[src/rtl/cache_pkg.sv]
// Shared definitions for the direct-mapped cache: geometry, address field helpers, refill states.
package cache_pkg;

  localparam int unsigned ADDR_W   = 32;
  localparam int unsigned DATA_W   = 32;
  localparam int unsigned INDEX_W  = 8;
  localparam int unsigned OFFSET_W = 4;
  localparam int unsigned TAG_W    = ADDR_W - INDEX_W - OFFSET_W;

  typedef enum logic [2:0] {
    IDLE,
    INVAL,
    REQ,
    FILL,
    COMMIT,
    DONE
  } refill_state_t;

  function automatic logic [TAG_W-1:0] tag_of(input logic [ADDR_W-1:0] addr);
    return addr[ADDR_W-1 -: TAG_W];
  endfunction

  function automatic logic [INDEX_W-1:0] index_of(input logic [ADDR_W-1:0] addr);
    return addr[OFFSET_W +: INDEX_W];
  endfunction

  function automatic logic [OFFSET_W-1:0] offset_of(input logic [ADDR_W-1:0] addr);
    return addr[OFFSET_W-1:0];
  endfunction

endpackage

[src/rtl/dm_cache_refill.sv]
// Miss refill controller: invalidates the line, bursts 16 words from memory into it,
// commits the new tag and returns the critical word.
module dm_cache_refill
  import cache_pkg::*;
(
  input  logic                clk,
  input  logic                rst,
  input  logic                miss_valid,
  output logic                miss_ready,
  input  logic [ADDR_W-1:0]   miss_addr,
  output logic                mem_req_valid,
  input  logic                mem_req_ready,
  output logic [ADDR_W-1:0]   mem_req_addr,
  input  logic                mem_rvalid,
  input  logic [DATA_W-1:0]   mem_rdata,
  output logic                arr_we,
  output logic [INDEX_W-1:0]  arr_index,
  output logic [OFFSET_W-1:0] arr_offset,
  output logic [DATA_W-1:0]   arr_wdata,
  output logic                tag_we,
  output logic [INDEX_W-1:0]  tag_index,
  output logic [TAG_W-1:0]    tag_wdata,
  output logic                tag_valid_wdata,
  output logic                done_valid,
  output logic [DATA_W-1:0]   done_data,
  output logic                busy
);

  refill_state_t         state_q;
  logic [TAG_W-1:0]      tag_q;
  logic [INDEX_W-1:0]    index_q;
  logic [OFFSET_W-1:0]   offset_q;
  logic [OFFSET_W-1:0]   cnt_q;
  logic [DATA_W-1:0]     done_data_q;

  logic                  beat_c;

  assign beat_c = (state_q == FILL) && mem_rvalid;

  // Refill sequencer, address latches, beat counter and critical-word capture.
  always_ff @(posedge clk or posedge rst) begin
    if (rst) begin
      state_q     <= IDLE;
      tag_q       <= '0;
      index_q     <= '0;
      offset_q    <= '0;
      cnt_q       <= '0;
      done_data_q <= '0;
    end else begin
      case (state_q)
        IDLE: begin
          if (miss_valid) begin
            tag_q    <= tag_of(miss_addr);
            index_q  <= index_of(miss_addr);
            offset_q <= offset_of(miss_addr);
            state_q  <= INVAL;
          end
        end
        INVAL: state_q <= REQ;
        REQ: begin
          if (mem_req_ready) begin
            cnt_q   <= '0;
            state_q <= FILL;
          end
        end
        FILL: begin
          if (mem_rvalid) begin
            if (cnt_q == offset_q) begin
              done_data_q <= mem_rdata;
            end
            cnt_q <= cnt_q + OFFSET_W'(1);
            if (cnt_q == '1) begin
              state_q <= COMMIT;
            end
          end
        end
        COMMIT:  state_q <= DONE;
        DONE:    state_q <= IDLE;
        default: state_q <= IDLE;
      endcase
    end
  end

  // Control strobes decode directly from the state register.
  assign miss_ready      = (state_q == IDLE);
  assign busy            = (state_q != IDLE);
  assign mem_req_valid   = (state_q == REQ);
  assign mem_req_addr    = {tag_q, index_q, OFFSET_W'(0)};
  assign tag_we          = (state_q == INVAL) || (state_q == COMMIT);
  assign tag_index       = index_q;
  assign tag_wdata       = tag_q;
  assign tag_valid_wdata = (state_q == COMMIT);
  assign done_valid      = (state_q == DONE);
  assign done_data       = done_data_q;

  // Beat data passes straight through to the data array in the cycle it arrives.
  assign arr_we     = beat_c;
  assign arr_index  = index_q;
  assign arr_offset = cnt_q;
  assign arr_wdata  = beat_c ? mem_rdata : '0;

endmodule

[config.mk]
export PLATFORM = sky130hd
export DESIGN_NAME = dm_cache_refill
export DESIGN_NICKNAME = d
export VERILOG_FILES = /design/src/rtl/cache_pkg.sv /design/src/rtl/dm_cache_refill.sv
export SDC_FILE = /design/constraint.sdc
export NUM_CORES = 1
export LEC_CHECK = 0
export CAP_MARGIN = 10
export CORE_ASPECT_RATIO = 0.7
export CORE_UTILIZATION = 34
export CTS_BUF_LIST = sky130_fd_sc_hd__clkbuf_8
export DETAILED_ROUTE_END_ITERATION = 10
export PLACE_DENSITY_LB_ADDON = 0.1
export SLEW_MARGIN = 20
export SYNTH_ARGS = -nofsm -noshare
export SYNTH_HDL_FRONTEND = slang
export SYNTH_SLANG_ARGS = --single-unit
[constraint.sdc]
create_clock -name clk -period 2.15 [get_ports clk]
set_input_delay 0.43 -clock clk [delete_from_list [all_inputs] [get_ports clk]]
set_output_delay 0.43 -clock clk [all_outputs]
set_load 0.03 [all_outputs]
# ---- After elaboration in Yosys (flattened, before gate mapping)
# Cells that the tools add are included.
dict set report classes {
  bitwise 0
  reduce_logical 9
  n_addsub 1
  order_cmp 0
  n_eq_ne 11
  muxes 9
  div 0
  n_shift 0
  n_mul 0
}
# op n
set ops {}
lappend ops {{$mux 32} 1}
lappend ops {{$pmux 3 s5} 1}
lappend ops {{$mux 3} 4}
lappend ops {{$mux 4} 2}
lappend ops {{$pmux 4 s2} 1}
lappend ops {{$eq 3x2->1 const B} 2}
lappend ops {{$eq 3x3->1 const B} 2}
lappend ops {{$reduce_and 3->1} 2}
lappend ops {{$add 4x1->4 const B} 1}
lappend ops {{$eq 4x4->1} 1}
lappend ops {{$eq 4x4->1 const B} 1}
lappend ops {{$ne 2x1->1 const B} 2}
lappend ops {{$ne 2x2->1 const B} 2}
lappend ops {{$reduce_and 4->1} 1}
lappend ops {{$eq 3x1->1 const B} 1}
lappend ops {{$logic_not 3->1} 1}
lappend ops {{$reduce_bool 3->1} 1}
lappend ops {{$reduce_and 2->1} 1}
lappend ops {{$reduce_bool 2->1} 1}
lappend ops {{$logic_and 1x1->1} 1}
lappend ops {{$logic_or 1x1->1} 1}
dict set report word_totals {
  mem_bits_rw 0
  n_memories 0
  input_bits 69
  latchBits 0
  mem_bits_ro 0
  output_inout_bits 143
  register_bits 71
}

# ---- Logic depth before layout (Yosys ltp)
# Gate-level depths: netlist of run 1.
dict set report logic_depth {
  ltp_word 4
  depth_mapped 6
  mapped_depth_nobuf 5
}

# ---- Worst setup path after synthesis of run 1
# OpenSTA, ideal clock, no wires.
dict set report synth_path {
  path_type {reg2out}
  from {reg state_q[2]}
  to {out arr_wdata[24]}
  slack_ps 153
  n_path_buf 1
  stages_incl_launch_ff 5
  arrival_time_ps 1567
  required_time_ps 1720
  cell_sequence {dfrtp_1 nand2b_2 nor2_1 buf_2 and2_1}
}
dict set report synth_via {
  elab_chain_cells 3
}
# item line
set synth_lines {}
lappend synth_lines {{start: declaration} dm_cache_refill.sv:29} ;# refill_state_t state_q;
lappend synth_lines {{start signal: assignment} dm_cache_refill.sv:43} ;# state_q <= IDLE;
lappend synth_lines {{start signal: assignment} dm_cache_refill.sv:56} ;# state_q <= INVAL;
lappend synth_lines {{start signal: assignment} dm_cache_refill.sv:59} ;# INVAL: state_q <= REQ;
lappend synth_lines {{$eq 3x2->1} dm_cache_refill.sv:38} ;# assign beat_c = (state_q == FILL) && mem_rvalid;
lappend synth_lines {{$logic_and 1x1->1} dm_cache_refill.sv:38}
lappend synth_lines {{via arr_we} dm_cache_refill.sv:16} ;# output logic arr_we,
lappend synth_lines {{$mux 32} dm_cache_refill.sv:100} ;# assign arr_wdata = beat_c ? mem_rdata : '0;
lappend synth_lines {{end: declaration} dm_cache_refill.sv:19} ;# output logic [DATA_W-1:0] arr_wdata,
# The timed path passes the listed nets, and every way through them passes these cells.

# ---- Worst setup path in the final report of run 1
dict set report layout_path {
  from {reg state_q[2]}
  to {out arr_wdata[20]}
}
dict set report layout_via {
  elab_chain_cells 3
}
# item line
set layout_lines {}
lappend layout_lines {{$eq 3x2->1} dm_cache_refill.sv:38}
lappend layout_lines {{$logic_and 1x1->1} dm_cache_refill.sv:38}
lappend layout_lines {{$mux 32} dm_cache_refill.sv:100}
# No other way between the ends.

==> flow_summary.html, run 1 <==
<table>
<tr><th>Metric</th><th>Value</th></tr>
<tr><th colspan="2">Finish</th></tr>
<tr><td>ANT cells</td><td>0</td></tr>
<tr><td>Non-filler instance count after layout</td><td>584</td></tr>
<tr><td>Synth-to-Final Area Change</td><td>64.35%</td></tr>
<tr><td>Final net count</td><td>522</td></tr>
<tr><td>Share of final-layout standard cells stronger than drive strength 1</td><td>0.2851</td></tr>
<tr><td># fillers</td><td>801</td></tr>
<tr><th colspan="2">Drt</th></tr>
<tr><td>Post-DRT Antenna Nets</td><td>0</td></tr>
<tr><td>Count of unresolved DRC violations after routing</td><td>0</td></tr>
<tr><td>Total wire length</td><td>around 8500 um</td></tr>
<tr><td>Violation count after the first detailed-routing iteration</td><td>between 80 and 90</td></tr>
<tr><td>Routed wirelength normalized by instance count</td><td>14.57 um</td></tr>
<tr><td>Number of search-and-repair iterations in the first detailed-routing pass</td><td>4</td></tr>
<tr><td>Routed via count</td><td>2587</td></tr>
<tr><td>Ratio of routed vias to standard cells</td><td>4.430</td></tr>
<tr><th colspan="2">GRT</th></tr>
<tr><td>Congestion Overflow GR</td><td>0</td></tr>
<tr><td>M3 GR Usage</td><td>0.07728</td></tr>
<tr><td>Global routing's busiest layer</td><td>met2</td></tr>
<tr><td>Number of global-route vias before repair</td><td>2436</td></tr>
<tr><td>GR Layer Usage met1</td><td>0.1938</td></tr>
<tr><td>Pin count of the biggest net entering global routing</td><td>41</td></tr>
<tr><td>Number of antenna violations at the first check in global routing</td><td>0</td></tr>
<tr><td>Global-route wire length before repair</td><td>about 13000 um</td></tr>
<tr><td>Global-route usage over all layers</td><td>0.1621</td></tr>
<tr><td>Met2 routing resource usage after global routing</td><td>0.2551</td></tr>
<tr><th colspan="2">Timing</th></tr>
<tr><td>Setup violations, final</td><td>0</td></tr>
<tr><td>Transition time at the pin with the least slew margin</td><td>0.5080 ns</td></tr>
<tr><td>Worst-case headroom to the max-slew limit</td><td>0.6613</td></tr>
<tr><td>Worst Hold Slack</td><td>0.4979 ns</td></tr>
<tr><td>Final hold viol count</td><td>0</td></tr>
<tr><td>Shortest clock period the worst path allows after layout</td><td>2.091 ns</td></tr>
<tr><td>Post-route clock period utilization</td><td>0.9724</td></tr>
<tr><td>Clk_skew</td><td>0.007021 ns</td></tr>
<tr><td>Final slew viol count</td><td>0</td></tr>
<tr><td>Timing-limited maximum frequency</td><td>0.4783 GHz</td></tr>
<tr><th colspan="2">Logic synthesis</th></tr>
<tr><td>Share of the synthesized area in the top cell type</td><td>0.5267</td></tr>
<tr><td>Post-synth top flop</td><td>sky130_fd_sc_hd__dfrtp_1</td></tr>
<tr><td>Post-synthesis area per instance</td><td>12.68 um2</td></tr>
<tr><td>Seq/Total Area, Yosys</td><td>0.5267</td></tr>
<tr><td>Cells taking the most area after synthesis</td><td>sky130_fd_sc_hd__dfrtp_1 (53%), sky130_fd_sc_hd__mux2_2 (19%), sky130_fd_sc_hd__buf_4 (9.3%)</td></tr>
<tr><td>Synth warnings</td><td>0</td></tr>
<tr><td>Yosys top cell by area</td><td>sky130_fd_sc_hd__dfrtp_1</td></tr>
<tr><td>Most frequent cells after synthesis</td><td>sky130_fd_sc_hd__dfrtp_1 (71), sky130_fd_sc_hd__mux2_2 (57), sky130_fd_sc_hd__buf_4 (42), sky130_fd_sc_hd__and2_1 (34)</td></tr>
<tr><td>Share of async-settable or async-resettable flops after synthesis</td><td>1.000</td></tr>
<tr><td>Post-synthesis cell area</td><td>0.003373 mm2</td></tr>
<tr><td>Dominant cell by count in the synthesized netlist</td><td>sky130_fd_sc_hd__dfrtp_1</td></tr>
<tr><td>Number of standard cells after synthesis</td><td>approximately 270</td></tr>
<tr><td>Register bit total from synthesis</td><td>71</td></tr>
<tr><td>Count of cell types in the netlist</td><td>27</td></tr>
<tr><td>Number of enable flip-flop cells after synthesis</td><td>0</td></tr>
<tr><th colspan="2">Power and ir drop</th></tr>
<tr><td>Power per standard cell area</td><td>1220 mW/mm2</td></tr>
<tr><td>Static leakage</td><td>around 2.5 nW</td></tr>
<tr><td>Maximum ir drop on the vdd rail</td><td>just under 0.6 mV</td></tr>
<tr><th colspan="2">Setup path</th></tr>
<tr><td>Type of element capturing the critical path</td><td>output port</td></tr>
<tr><td>Signal arrival time at the worst endpoint</td><td>1.66 ns</td></tr>
<tr><td>Critical Path Fanout Max</td><td>6</td></tr>
<tr><td>Sort of element at the start of the critical path</td><td>flip-flop</td></tr>
<tr><td>Crit path required time</td><td>1.72 ns</td></tr>
<tr><td>WS Path Type</td><td>reg -&gt; out</td></tr>
<tr><th colspan="2">Placed design</th></tr>
<tr><td>Placed insts</td><td>561</td></tr>
<tr><td>Final HPWL from detailed placement</td><td>6016 um</td></tr>
<tr><td>Global placement routability congestion</td><td>0.7443</td></tr>
<tr><td>Count of input and output buffers</td><td>slightly above 200</td></tr>
<tr><th colspan="2">Worst hold path</th></tr>
<tr><td>Path category of the worst min-delay check</td><td>reg -&gt; reg</td></tr>
<tr><th colspan="2">Floorplanning</th></tr>
<tr><td>DIE AREA</td><td>a little over 0.01 mm2</td></tr>
<tr><td>Die Wd</td><td>121.1 um</td></tr>
<tr><td>Die Span Y</td><td>85.34 um</td></tr>
<tr><td>Number of top-level pins</td><td>around 210</td></tr>
<tr><td>Core Footprint</td><td>0.009647 mm2</td></tr>
<tr><td>Count of standard-cell rows</td><td>30</td></tr>
<tr><td>Initial core utilization</td><td>0.3497</td></tr>
<tr><th colspan="2">Clocking</th></tr>
<tr><td>Clock buffer depth</td><td>2</td></tr>
<tr><td>Number of CTS-inserted buffers</td><td>9</td></tr>
<tr><td>Clock slew at reported path FFs</td><td>roughly 0.070 ns</td></tr>
<tr><td>Clock sink count</td><td>71</td></tr>
<tr><td>Clock latency at the later pin of the worst-skew pair</td><td>~0.35 ns</td></tr>
<tr><td>Post-CTS Hold Buffers</td><td>0</td></tr>
<tr><td>TritonCTS clock tree</td><td>yes</td></tr>
<tr><td>CTS H-Tree Depth</td><td>3</td></tr>
<tr><td>CTS Root Cell</td><td>sky130_fd_sc_hd__clkbuf_8</td></tr>
<tr><th colspan="2">Job</th></tr>
<tr><td>Number of max-cap violations</td><td>0</td></tr>
<tr><th colspan="2">Run status</th></tr>
<tr><td>Result of the run</td><td>finished clean</td></tr>
</table>
## final timing paths
path,cells after the start,startpoint,endpoint,slack [ns]
min in group asynchronous,3,rst,tag_wdata[7]$_DFFE_PP0P_,0.53
setup / recovery,5,state_q[2]$_DFFE_PP0P_,arr_wdata[20],0.06
setup reg to reg,5,arr_offset[2]$_DFFE_PP0P_,done_data[16]$_DFFE_PP0P_,0.40
hold / removal,1,done_data[25]$_DFFE_PP0P_,done_data[25]$_DFFE_PP0P_,0.50
hold reg to reg,1,done_data[25]$_DFFE_PP0P_,done_data[25]$_DFFE_PP0P_,0.50
max in group asynchronous,3,rst,state_q[0]$_DFFE_PP0P_,1.18
## cells in the final DEF, fill, tap and decap left out, types with 4 or more instances in the layout
cell,instances
sky130_fd_sc_hd__o21ai_0,6
sky130_fd_sc_hd__mux2_2,57
sky130_fd_sc_hd__buf_4,40
sky130_fd_sc_hd__clkbuf_8,9
sky130_fd_sc_hd__inv_1,4
sky130_fd_sc_hd__xnor2_1,6
sky130_fd_sc_hd__conb_1,4
sky130_fd_sc_hd__nor2_1,6
sky130_fd_sc_hd__dlygate4sd2_1,6
sky130_fd_sc_hd__mux2_1,7
sky130_fd_sc_hd__clkdlybuf4s50_1,167
sky130_fd_sc_hd__buf_6,7
sky130_fd_sc_hd__dfrtp_1,68
sky130_fd_sc_hd__and2_1,34
## cells by family (layout without fill, tap and decap cells)
| kind of cell | Yosys count | count (layout) | share of synthesized area |
|---|---|---|---|
| other | 1 | 4 | 0.001112 |
| AND/OR/NAND/NOR | 55 | 55 | 0.09829 |
| adder cells (fa/ha/maj) | 1 | 1 | 0.003709 |
| flip-flops | 71 | 71 | 0.5267 |
| AO/OA/AOI/OAI | 12 | 12 | 0.02003 |
| buffers and inverters | 56 | 243 | 0.1209 |
| multiplexers | 64 | 64 | 0.2137 |
| XOR/XNOR | 6 | 6 | 0.01558 |
## report_power, final
group | leakage (nW) | internal, mW | switching (mW)
logic | 1.44 | 1.64 | 1.93
clock network | 0.105 | 0.644 | 0.491
registers | 0.907 | 1.76 | 0.293
## through the flow
stage	utilization	power [mW]	TNS [ns]	setup WS (ns)	cell area [um2]
2_1_floorplan	-	4.177	0	0.1529	3388
3_3_place_gp	0.5428	5.524	0	0.03751	5236
3_5_place_dp	0.5428	5.558	0	0.04806	5236
4_1_cts	0.5649	6.742	0	0.01093	5449
5_1_grt	0.5747	7.118	-0.1775	-0.01840	5544
6_report	0.5747	6.764	0	0.05930	5544
## area by class of cell
cell class,count,area (um2),area share
Inverter,5,22.52,0.004062
Timing Repair Buffer,223,2156,0.3889
Clock inverter,6,86.33,0.01557
Sequential cell,71,1780,0.3211
Tap cell,128,160.2,0.02889
Multi-Input combinational cell,142,1215,0.2191
Clock buffer,9,123.9,0.02234
## what timing repair did
item,4_1_cts,5_1_grt
cloned,0,4
resized for setup,9,17
pin swaps,0,1
endpoints found under the setup margin,38,34
buffers inserted,0,4
## per-layer routing
metal / wire length [um] / up-vias
met4: 97 / 0
met3: 859 / 9
met1: 3507 / 1220
met2: 4043 / 140
met5: 0 / -
li1: - / 1218
## worst max-delay path: stages (launching register included)
cell,delay (ns)
sky130_fd_sc_hd__dfrtp_2,0.42
sky130_fd_sc_hd__nand2b_4,0.17
sky130_fd_sc_hd__nor2_4,0.25
sky130_fd_sc_hd__buf_4,0.20
sky130_fd_sc_hd__and2_1,0.12
sky130_fd_sc_hd__buf_4,0.15
## flip-flops by register name, summed over array words and instances, names as in the netlist
signal and count:
done_data 32, tag_wdata 20, arr_index 8, arr_offset 4, offset_q 4, state_q 3
Note: power is estimated with default switching activity, not from simulation.
==> run 2, diff against run 1 <==
- CAP_MARGIN: 10 -> 20
- CORE_UTILIZATION: 34 -> 41
- PLACE_DENSITY: not set -> 0.95
- PLACE_DENSITY_LB_ADDON: 0.1 -> not set
- clock period: 2.15 -> 2.68 ns (I/O delays scaled with it)
==> run 2 against run 1 <==
Against the previous run: wire length up 2.8%; register-to-register slack gained 0.43 ns; largest cell class unchanged; clock skew increased by 0.00079 ns; utilization is 11 points higher; via count shrank 1.2%; final cell count down 6.5%.
==> flow_summary.html, run 2 (synthesized netlist as in run 1, its figures left out) <==
<table>
<tr><th>Metric</th><th>Value</th></tr>
<tr><th colspan="2">Timing</th></tr>
<tr><td>Clk_skew</td><td>0.007815 ns (+0.0007946 ns)</td></tr>
<tr><td>Final hold viol count</td><td>0 (unchanged)</td></tr>
<tr><td>Shortest clock period the worst path allows after layout</td><td>roughly 2.5 ns</td></tr>
<tr><td>Final sum of negative setup slack</td><td>0 ns (unchanged)</td></tr>
<tr><td>Final slew viol count</td><td>0 (unchanged)</td></tr>
<tr><td>Post-route clock period utilization</td><td>0.9463</td></tr>
<tr><td>Smallest setup slack after layout</td><td>0.1438 ns (+0.08453 ns)</td></tr>
<tr><td>Unrepaired setup endpoints after global routing</td><td>no</td></tr>
<tr><td>Setup violations, final</td><td>0 (unchanged)</td></tr>
<tr><td>Worst Hold Slack</td><td>0.4924 ns (-0.005527 ns)</td></tr>
<tr><td>Timing-limited maximum frequency</td><td>0.3943 GHz</td></tr>
<tr><th colspan="2">Job</th></tr>
<tr><td>Number of max-cap violations</td><td>0 (unchanged)</td></tr>
<tr><th colspan="2">Power and ir drop</th></tr>
<tr><td>Power per standard cell area</td><td>1019 mW/mm2 (-17%)</td></tr>
<tr><td>Overall power</td><td>5.538 mW (-18%)</td></tr>
<tr><td>Maximum ir drop on the vdd rail</td><td>0.6273 mV (+6.3%)</td></tr>
<tr><td>Register share of total power</td><td>0.300 (-0.004)</td></tr>
<tr><td>Internal power</td><td>3.348 mW (-17%)</td></tr>
<tr><td>Share of power burned in the clock network</td><td>0.193 (+0.025)</td></tr>
<tr><td>Combinational fraction of design power</td><td>0.506 (-0.022)</td></tr>
<tr><td>Static leakage</td><td>2.391 nW (-2.5%)</td></tr>
<tr><td>Reported net switching power</td><td>2.190 mW (-19%)</td></tr>
<tr><td>Switching power share of the total</td><td>0.3955 (-0.005871)</td></tr>
<tr><th colspan="2">Floorplanning</th></tr>
<tr><td>Die Wd</td><td>110.4 um (-8.8%)</td></tr>
<tr><td>Initial core utilization</td><td>0.4267 (+0.07704)</td></tr>
<tr><td>Die Span Y</td><td>77.89 um (-8.7%)</td></tr>
<tr><td>Count of standard-cell rows</td><td>27 (-10%)</td></tr>
<tr><td>DIE AREA</td><td>0.008600 mm2 (-17%)</td></tr>
<tr><td>Core Footprint</td><td>0.007905 mm2 (-18%)</td></tr>
<tr><td>Number of top-level pins</td><td>212 (unchanged)</td></tr>
<tr><th colspan="2">Clocking</th></tr>
<tr><td>Buffers inserted during post-CTS setup optimization</td><td>0 (unchanged)</td></tr>
<tr><td>Clock slew at reported path FFs</td><td>0.06 ns (about the same)</td></tr>
<tr><td>TritonCTS clock tree</td><td>yes</td></tr>
<tr><td>Number of CTS-inserted buffers</td><td>9 (unchanged)</td></tr>
<tr><td>Clock latency at the later pin of the worst-skew pair</td><td>0.34 ns (about the same)</td></tr>
<tr><td>Clock sink count</td><td>71 (unchanged)</td></tr>
<tr><td>CTS H-Tree Depth</td><td>3 (unchanged)</td></tr>
<tr><td>CTS Root Cell</td><td>sky130_fd_sc_hd__clkbuf_8</td></tr>
<tr><td>Clock buffer depth</td><td>2 (unchanged)</td></tr>
<tr><th colspan="2">Run status</th></tr>
<tr><td>Result of the run</td><td>finished clean</td></tr>
<tr><th colspan="2">Worst hold path</th></tr>
<tr><td>Worst hold endpoint</td><td>done_data[24]$_DFFE_PP0P_</td></tr>
<tr><td>Path category of the worst min-delay check</td><td>reg -&gt; reg</td></tr>
<tr><td>Worst hold start</td><td>done_data[24]$_DFFE_PP0P_</td></tr>
<tr><td>Depth of the worst hold-timing path</td><td>1 (unchanged)</td></tr>
<tr><th colspan="2">Finish</th></tr>
<tr><td>Final net count</td><td>510 (-2.3%)</td></tr>
<tr><td>Design area</td><td>0.005436 mm2 (-1.9%)</td></tr>
<tr><td>Final core utilization</td><td>0.6877 (+0.1130)</td></tr>
<tr><td>Commonest non-fill, non-tap cell in the layout</td><td>sky130_fd_sc_hd__clkdlybuf4s50_1</td></tr>
<tr><td>Leading cell types in the layout, fill and taps excluded</td><td>sky130_fd_sc_hd__clkdlybuf4s50_1 (174), sky130_fd_sc_hd__dfrtp_1 (71), sky130_fd_sc_hd__mux2_2 (57), sky130_fd_sc_hd__and2_1 (34), sky130_fd_sc_hd__buf_4 (34)</td></tr>
<tr><td>Number of flip-flops in the largest register</td><td>32 (unchanged)</td></tr>
<tr><td># fillers</td><td>555 (-31%)</td></tr>
<tr><td>Non-filler instance count after layout</td><td>546 (-6.5%)</td></tr>
<tr><td>Share of final-layout standard cells stronger than drive strength 1</td><td>0.2584 (-0.02666)</td></tr>
<tr><td>ANT cells</td><td>0 (unchanged)</td></tr>
<tr><td>Synth-to-Final Area Change</td><td>61.16%</td></tr>
<tr><th colspan="2">Setup path</th></tr>
<tr><td>Delay of the slowest cell on the worst path</td><td>0.53 ns (+0.11 ns)</td></tr>
<tr><td>Count of cells along the worst register-to-register path</td><td>4 (-1)</td></tr>
<tr><td>Type of element capturing the critical path</td><td>output port</td></tr>
<tr><td>Sort of element at the start of the critical path</td><td>input pin</td></tr>
<tr><td>Number of buffer and inverter instances along the worst setup path</td><td>3 (+1)</td></tr>
<tr><td>WS Path Type</td><td>in -&gt; out</td></tr>
<tr><td>Register-to-register path setup slack</td><td>0.83 ns (+0.43 ns)</td></tr>
<tr><td>Launch point of the worst reg-to-reg path</td><td>state_q[0]$_DFFE_PP0P_</td></tr>
<tr><td>Max stage delay cell, worst path</td><td>sky130_fd_sc_hd__clkdlybuf4s50_1</td></tr>
<tr><td>Signal arrival time at the worst endpoint</td><td>2.00 ns (+0.34 ns)</td></tr>
<tr><td>Crit path required time</td><td>2.14 ns (+0.42 ns)</td></tr>
<tr><td>Critical Path Fanout Max</td><td>33 (+27)</td></tr>
<tr><td>Cells traversed along the worst timing path</td><td>clkdlybuf4s50_1, nand2_1, nor2_2, buf_12, and2_1, buf_4</td></tr>
<tr><td>FF-to-FF End</td><td>tag_wdata[7]$_DFFE_PP0P_</td></tr>
<tr><td>Top delay family on crit path</td><td>buffers and inverters</td></tr>
<tr><th colspan="2">Placed design</th></tr>
<tr><td>Placed insts</td><td>530 (-5.5%)</td></tr>
<tr><td>Cell area after placement</td><td>0.005179 mm2 (-1.1%)</td></tr>
<tr><td>Final HPWL from detailed placement</td><td>6473 um (+7.6%)</td></tr>
<tr><td>Post-place setup slack</td><td>0.06074 ns (+0.01268 ns)</td></tr>
<tr><td>Global placement routability congestion</td><td>0.8039 (+8.0%)</td></tr>
<tr><td>Count of input and output buffers</td><td>207 (unchanged)</td></tr>
<tr><th colspan="2">GRT</th></tr>
<tr><td>Global-route wire length before repair</td><td>13790 um (+10%)</td></tr>
<tr><td>Number of antenna violations at the first check in global routing</td><td>0 (unchanged)</td></tr>
<tr><td>Congestion Overflow GR</td><td>0 (unchanged)</td></tr>
<tr><td>Pin count of the biggest net entering global routing</td><td>72 (+76%)</td></tr>
<tr><td>Number of global-route vias before repair</td><td>2699 (+11%)</td></tr>
<tr><td>Global-route usage over all layers</td><td>0.2081 (+0.04600)</td></tr>
<tr><th colspan="2">Drt</th></tr>
<tr><td>Number of search-and-repair iterations in the first detailed-routing pass</td><td>4 (unchanged)</td></tr>
<tr><td>Routed via count</td><td>2555 (-1.2%)</td></tr>
<tr><td>Count of unresolved DRC violations after routing</td><td>0 (unchanged)</td></tr>
<tr><td>Ratio of routed vias to standard cells</td><td>4.679 (+5.6%)</td></tr>
<tr><td>Post-DRT Antenna Nets</td><td>0 (unchanged)</td></tr>
<tr><td>Routed wirelength normalized by instance count</td><td>16.02 um (+10%)</td></tr>
<tr><td>Total wire length</td><td>8746 um (+2.8%)</td></tr>
<tr><td>Violation count after the first detailed-routing iteration</td><td>83 (-1.2%)</td></tr>
</table>
==> run 2: cell count changes in the layout (fill, tap and decap cells not counted), moves of 2 or more <==
cell,before,now
sky130_fd_sc_hd__buf_6,7,0
sky130_fd_sc_hd__clkdlybuf4s50_1,167,174
sky130_fd_sc_hd__clkbuf_8,9,11
sky130_fd_sc_hd__buf_4,40,34
sky130_fd_sc_hd__dlygate4sd2_1,6,0
sky130_fd_sc_hd__clkinvlp_4,2,0
sky130_fd_sc_hd__dfrtp_2,3,0
sky130_fd_sc_hd__dfrtp_1,68,71
==> run 2: final cells by class <==
cell class | count | area, um2 | share of cell area
Tap cell | 101 | 126.4 | 0.02325
Timing Repair Buffer | 211 | 2057 | 0.3784
Multi-Input combinational cell | 142 | 1202 | 0.2212
Clock inverter | 5 | 103.9 | 0.01910
Inverter | 5 | 18.77 | 0.003452
Sequential cell | 71 | 1777 | 0.3268
Clock buffer | 11 | 151.4 | 0.02785
==> run 2: power by group through the flow <==
stage	clock network [mW]	registers, mW	logic [mW]
final	1.07	1.66	2.80
after global routing	1.13	1.71	2.94
after CTS	1.09	1.66	2.83
after detailed placement	0	1.68	2.82
after global placement	0	1.64	2.75
after floorplan	0	2.27	1.08
==> run 2: worst register-to-register path, stage by stage (launching register included) <==
cell and delay, ns:
sky130_fd_sc_hd__dfrtp_1 0.49, sky130_fd_sc_hd__nor3_2 0.31, sky130_fd_sc_hd__and2_1 0.16, sky130_fd_sc_hd__buf_4 0.36, sky130_fd_sc_hd__mux2_2 0.41
==> run 2: worst max-delay path by stage <==
stage                     from                  endpoint  depth (start not counted)
floorplan                  rst  arr_index[0]$_DFFE_PP0P_                          1
global placement    mem_rvalid             arr_wdata[21]                          6
detailed placement  mem_rvalid             arr_wdata[21]                          6
CTS                 mem_rvalid              arr_wdata[0]                          6
global route        mem_rvalid              arr_wdata[4]                          6
finish              mem_rvalid              arr_wdata[0]                          6
==> run 2: timing repair <==
item,in CTS,in global routing
resized for setup,0,1
hold buffers,0,0
setup endpoints to repair,0,32
==> run 2: per-layer routing <==
layer	part of all wire	up-vias	wire length [um]	global-route usage
li1	-	1192	-	-
met1	0.39	1226	3416	0.2333
met2	0.52	127	4585	0.3696
met3	0.074	10	646	0.07031
met4	0.011	0	97	0.07600
met5	0	-	0	0
==> run 3, diff against run 2 <==
- CORE_UTILIZATION: 41 -> 40
- CTS_BUF_LIST: sky130_fd_sc_hd__clkbuf_8 -> not set
==> run 3 against run 2 <==
Against the previous run: the run now ends with DRC left; final area up 1.5%; register-to-register slack about the same; clock skew down 0.0043 ns; clock-buffer cell count down 2; via count up 2.3%; die area up 2.4%; power up 4.8%; non-clock buffer count up 2.
==> flow_summary.html, run 3 (synthesized netlist as in run 1, its figures left out) <==
<table>
<tr><th>Metric</th><th>Value</th></tr>
<tr><th colspan="2">Drt</th></tr>
<tr><td>Number of search-and-repair iterations in the first detailed-routing pass</td><td>7 (+3)</td></tr>
<tr><td>Post-DRT Antenna Nets</td><td>0 (unchanged)</td></tr>
<tr><td>Violation count after the first detailed-routing iteration</td><td>156 (+88%)</td></tr>
<tr><td>Routed via count</td><td>2613 (+2.3%)</td></tr>
<tr><td>Ratio of routed vias to standard cells</td><td>4.768 (+1.9%)</td></tr>
<tr><td>Routed wirelength normalized by instance count</td><td>16.25 um (+1.5%)</td></tr>
<tr><td>Count of unresolved DRC violations after routing</td><td>14 (+14)</td></tr>
<tr><td>Total wire length</td><td>8906 um (+1.8%)</td></tr>
<tr><th colspan="2">Setup path</th></tr>
<tr><td>Max stage delay cell, worst path</td><td>sky130_fd_sc_hd__clkdlybuf4s50_1</td></tr>
<tr><td>Number of buffer and inverter instances along the worst setup path</td><td>3 (unchanged)</td></tr>
<tr><td>Delay of the slowest cell on the worst path</td><td>0.53 ns (about the same)</td></tr>
<tr><td>Sort of element at the start of the critical path</td><td>input pin</td></tr>
<tr><td>Cells traversed along the worst timing path</td><td>clkdlybuf4s50_1, nand2_1, nor2_1, buf_4, and2_1, buf_4</td></tr>
<tr><td>WS Path Type</td><td>in -&gt; out</td></tr>
<tr><td>Crit path required time</td><td>2.14 ns (about the same)</td></tr>
<tr><td>Top delay family on crit path</td><td>buffers and inverters</td></tr>
<tr><td>Cell with the most instances on the worst path</td><td>sky130_fd_sc_hd__buf_4</td></tr>
<tr><td>Type of element capturing the critical path</td><td>output port</td></tr>
<tr><td>Signal arrival time at the worst endpoint</td><td>1.95 ns (-0.05 ns)</td></tr>
<tr><td>Critical Path Fanout Max</td><td>21 (-36%)</td></tr>
<tr><th colspan="2">GRT</th></tr>
<tr><td>Number of antenna violations at the first check in global routing</td><td>0 (unchanged)</td></tr>
<tr><td>Pin count of the biggest net entering global routing</td><td>72 (unchanged)</td></tr>
<tr><td>Met2 routing resource usage after global routing</td><td>0.3602 (-0.009317)</td></tr>
<tr><td>Number of global-route vias before repair</td><td>2735 (+1.3%)</td></tr>
<tr><td>M3 GR Usage</td><td>0.08321 (+0.01289)</td></tr>
<tr><td>Global routing's busiest layer</td><td>met2</td></tr>
<tr><td>Congestion Overflow GR</td><td>0 (unchanged)</td></tr>
<tr><td>Global-route wire length before repair</td><td>14120 um (+2.4%)</td></tr>
<tr><td>GR Layer Usage met1</td><td>0.2421 (+0.008795)</td></tr>
<tr><td>Global-route usage over all layers</td><td>0.2101 (+0.002026)</td></tr>
<tr><th colspan="2">Run status</th></tr>
<tr><td>Failing checks</td><td>DRC</td></tr>
<tr><td>Result of the run</td><td>complete, but fails checks</td></tr>
<tr><th colspan="2">Timing</th></tr>
<tr><td>Clk_skew</td><td>0.003505 ns (-0.004311 ns)</td></tr>
<tr><td>Post-route clock period utilization</td><td>0.9285 (-0.01781)</td></tr>
<tr><td>Final sum of negative setup slack</td><td>0 ns (unchanged)</td></tr>
<tr><td>Final slew viol count</td><td>0 (unchanged)</td></tr>
<tr><td>Final hold viol count</td><td>0 (unchanged)</td></tr>
<tr><td>Timing-limited maximum frequency</td><td>0.4019 GHz (+1.9%)</td></tr>
<tr><td>Worst Hold Slack</td><td>0.5034 ns (+0.01101 ns)</td></tr>
<tr><td>Setup violations, final</td><td>0 (unchanged)</td></tr>
<tr><td>Unrepaired setup endpoints after global routing</td><td>no</td></tr>
<tr><td>Shortest clock period the worst path allows after layout</td><td>2.488 ns (-0.04773 ns)</td></tr>
<tr><th colspan="2">Power and ir drop</th></tr>
<tr><td>Share of power burned in the clock network</td><td>0.235 (+0.042)</td></tr>
<tr><td>Switching power share of the total</td><td>0.3837 (-0.01172)</td></tr>
<tr><td>Reported net switching power</td><td>2.228 mW (+1.7%)</td></tr>
<tr><td>Maximum ir drop on the vdd rail</td><td>0.7364 mV (+17%)</td></tr>
<tr><td>Power per standard cell area</td><td>1053 mW/mm2 (+3.3%)</td></tr>
<tr><td>Internal power</td><td>3.577 mW (+6.9%)</td></tr>
<tr><td>Register share of total power</td><td>0.286 (-0.014)</td></tr>
<tr><td>Combinational fraction of design power</td><td>0.479 (-0.027)</td></tr>
<tr><td>Overall power</td><td>5.805 mW (+4.8%)</td></tr>
<tr><td>Static leakage</td><td>2.422 nW (+1.3%)</td></tr>
<tr><th colspan="2">Finish</th></tr>
<tr><td>Share of final-layout standard cells stronger than drive strength 1</td><td>0.2595 (+0.001081)</td></tr>
<tr><td>Final net count</td><td>512 (+0.39%)</td></tr>
<tr><td>ANT cells</td><td>0 (unchanged)</td></tr>
<tr><td>Leading cell types in the layout, fill and taps excluded</td><td>sky130_fd_sc_hd__clkdlybuf4s50_1 (174), sky130_fd_sc_hd__dfrtp_1 (71), sky130_fd_sc_hd__mux2_2 (57), sky130_fd_sc_hd__buf_4 (38), sky130_fd_sc_hd__and2_1 (34)</td></tr>
<tr><td>Commonest non-fill, non-tap cell in the layout</td><td>sky130_fd_sc_hd__clkdlybuf4s50_1</td></tr>
<tr><td>Synth-to-Final Area Change</td><td>63.50%</td></tr>
<tr><td>Number of flip-flops in the largest register</td><td>32 (unchanged)</td></tr>
<tr><td>Design area</td><td>0.005515 mm2 (+1.5%)</td></tr>
<tr><th colspan="2">Placed design</th></tr>
<tr><td>Count of input and output buffers</td><td>207 (unchanged)</td></tr>
<tr><td>Global placement routability congestion</td><td>0.7628 (-5.1%)</td></tr>
<tr><td>Cell area after placement</td><td>0.005169 mm2 (-0.19%)</td></tr>
<tr><td>Final HPWL from detailed placement</td><td>6630 um (+2.4%)</td></tr>
<tr><th colspan="2">Floorplanning</th></tr>
<tr><td>Initial core utilization</td><td>0.4213 (-0.005401)</td></tr>
<tr><td>Die Span Y</td><td>78.83 um (+1.2%)</td></tr>
<tr><td>Number of top-level pins</td><td>212 (unchanged)</td></tr>
<tr><td>DIE AREA</td><td>0.008810 mm2 (+2.4%)</td></tr>
<tr><td>Core Footprint</td><td>0.008006 mm2 (+1.3%)</td></tr>
<tr><td>Die Wd</td><td>111.8 um (+1.2%)</td></tr>
<tr><td>Count of standard-cell rows</td><td>27 (unchanged)</td></tr>
<tr><th colspan="2">Clocking</th></tr>
<tr><td>Clock latency at the later pin of the worst-skew pair</td><td>0.33 ns (about the same)</td></tr>
<tr><td>CTS H-Tree Depth</td><td>3 (unchanged)</td></tr>
<tr><td>Clock buffer depth</td><td>2 (unchanged)</td></tr>
<tr><td>TritonCTS clock tree</td><td>yes</td></tr>
<tr><td>Number of cells upsized or downsized after cts</td><td>0 (unchanged)</td></tr>
<tr><td>Clock slew at reported path FFs</td><td>0.06 ns (about the same)</td></tr>
<tr><td>Post-CTS Hold Buffers</td><td>0 (unchanged)</td></tr>
<tr><td>Number of CTS-inserted buffers</td><td>9 (unchanged)</td></tr>
<tr><td>Buffers inserted during post-CTS setup optimization</td><td>0 (unchanged)</td></tr>
<tr><td>CTS Root Cell</td><td>sky130_fd_sc_hd__clkbuf_16</td></tr>
<tr><td>Clock sink count</td><td>71 (unchanged)</td></tr>
<tr><th colspan="2">Job</th></tr>
<tr><td>Number of max-cap violations</td><td>0 (unchanged)</td></tr>
<tr><th colspan="2">Worst hold path</th></tr>
<tr><td>Path category of the worst min-delay check</td><td>reg -&gt; reg</td></tr>
</table>
## run 3: cell count changes in the layout (fill, tap and decap cells not counted), sizes merged
cell / previous run / this run
buf: 37 / 39
clkbuf: 11 / 9
clkinv: 2 / 1
clkinvlp: 0 / 3
## run 3: stage by stage
stage                     worst slack (ns)  cells  utilization
after floorplan                     0.3474    269            -
after CTS                           0.1734    548       0.6889
final                               0.1916    548       0.6889
after global routing               0.08892    548       0.6889
after global placement              0.2810    532       0.6456
after detailed placement            0.1932    532       0.6456
## run 3: power by group through the flow
stage	Sequential (mW)	Clock, mW	Combinational, mW
floorplan	2.27	0	1.08
detailed placement	1.68	0	2.79
CTS	1.66	1.40	2.81
finish	1.66	1.36	2.78
global placement	1.65	0	2.75
global route	1.71	1.45	2.92
## run 3: worst paths after layout
| path | from | end | slack (ns) | cells past startpoint |
|---|---|---|---|---|
| max in group asynchronous | rst | tag_wdata[12]$_DFFE_PP0P_ | 1.77 | 3 |
| setup / recovery | mem_rvalid | arr_wdata[15] | 0.19 | 6 |
| hold reg to reg | done_data[24]$_DFFE_PP0P_ | done_data[24]$_DFFE_PP0P_ | 0.50 | 1 |
| setup reg to reg | state_q[0]$_DFFE_PP0P_ | tag_wdata[3]$_DFFE_PP0P_ | 0.82 | 4 |
| hold / removal | done_data[24]$_DFFE_PP0P_ | done_data[24]$_DFFE_PP0P_ | 0.50 | 1 |
| min in group asynchronous | rst | tag_wdata[2]$_DFFE_PP0P_ | 0.61 | 3 |
## run 3: metal layers
layer / share of wire / up-vias
li1: - / 1198
met1: 0.40 / 1264
met2: 0.50 / 142
met3: 0.088 / 9
met4: 0.010 / 0
met5: 0 / -
## run 3: area by class of cell
class | count | area [um2]
multi-input cells | 142 | 1200
fillers | 549 | 2491
clock buffers | 9 | 225.2
repair buffers | 213 | 2047
flip-flops and latches | 71 | 1777
clock inverters | 7 | 121.4
inverters | 5 | 18.77
well taps | 101 | 126.4
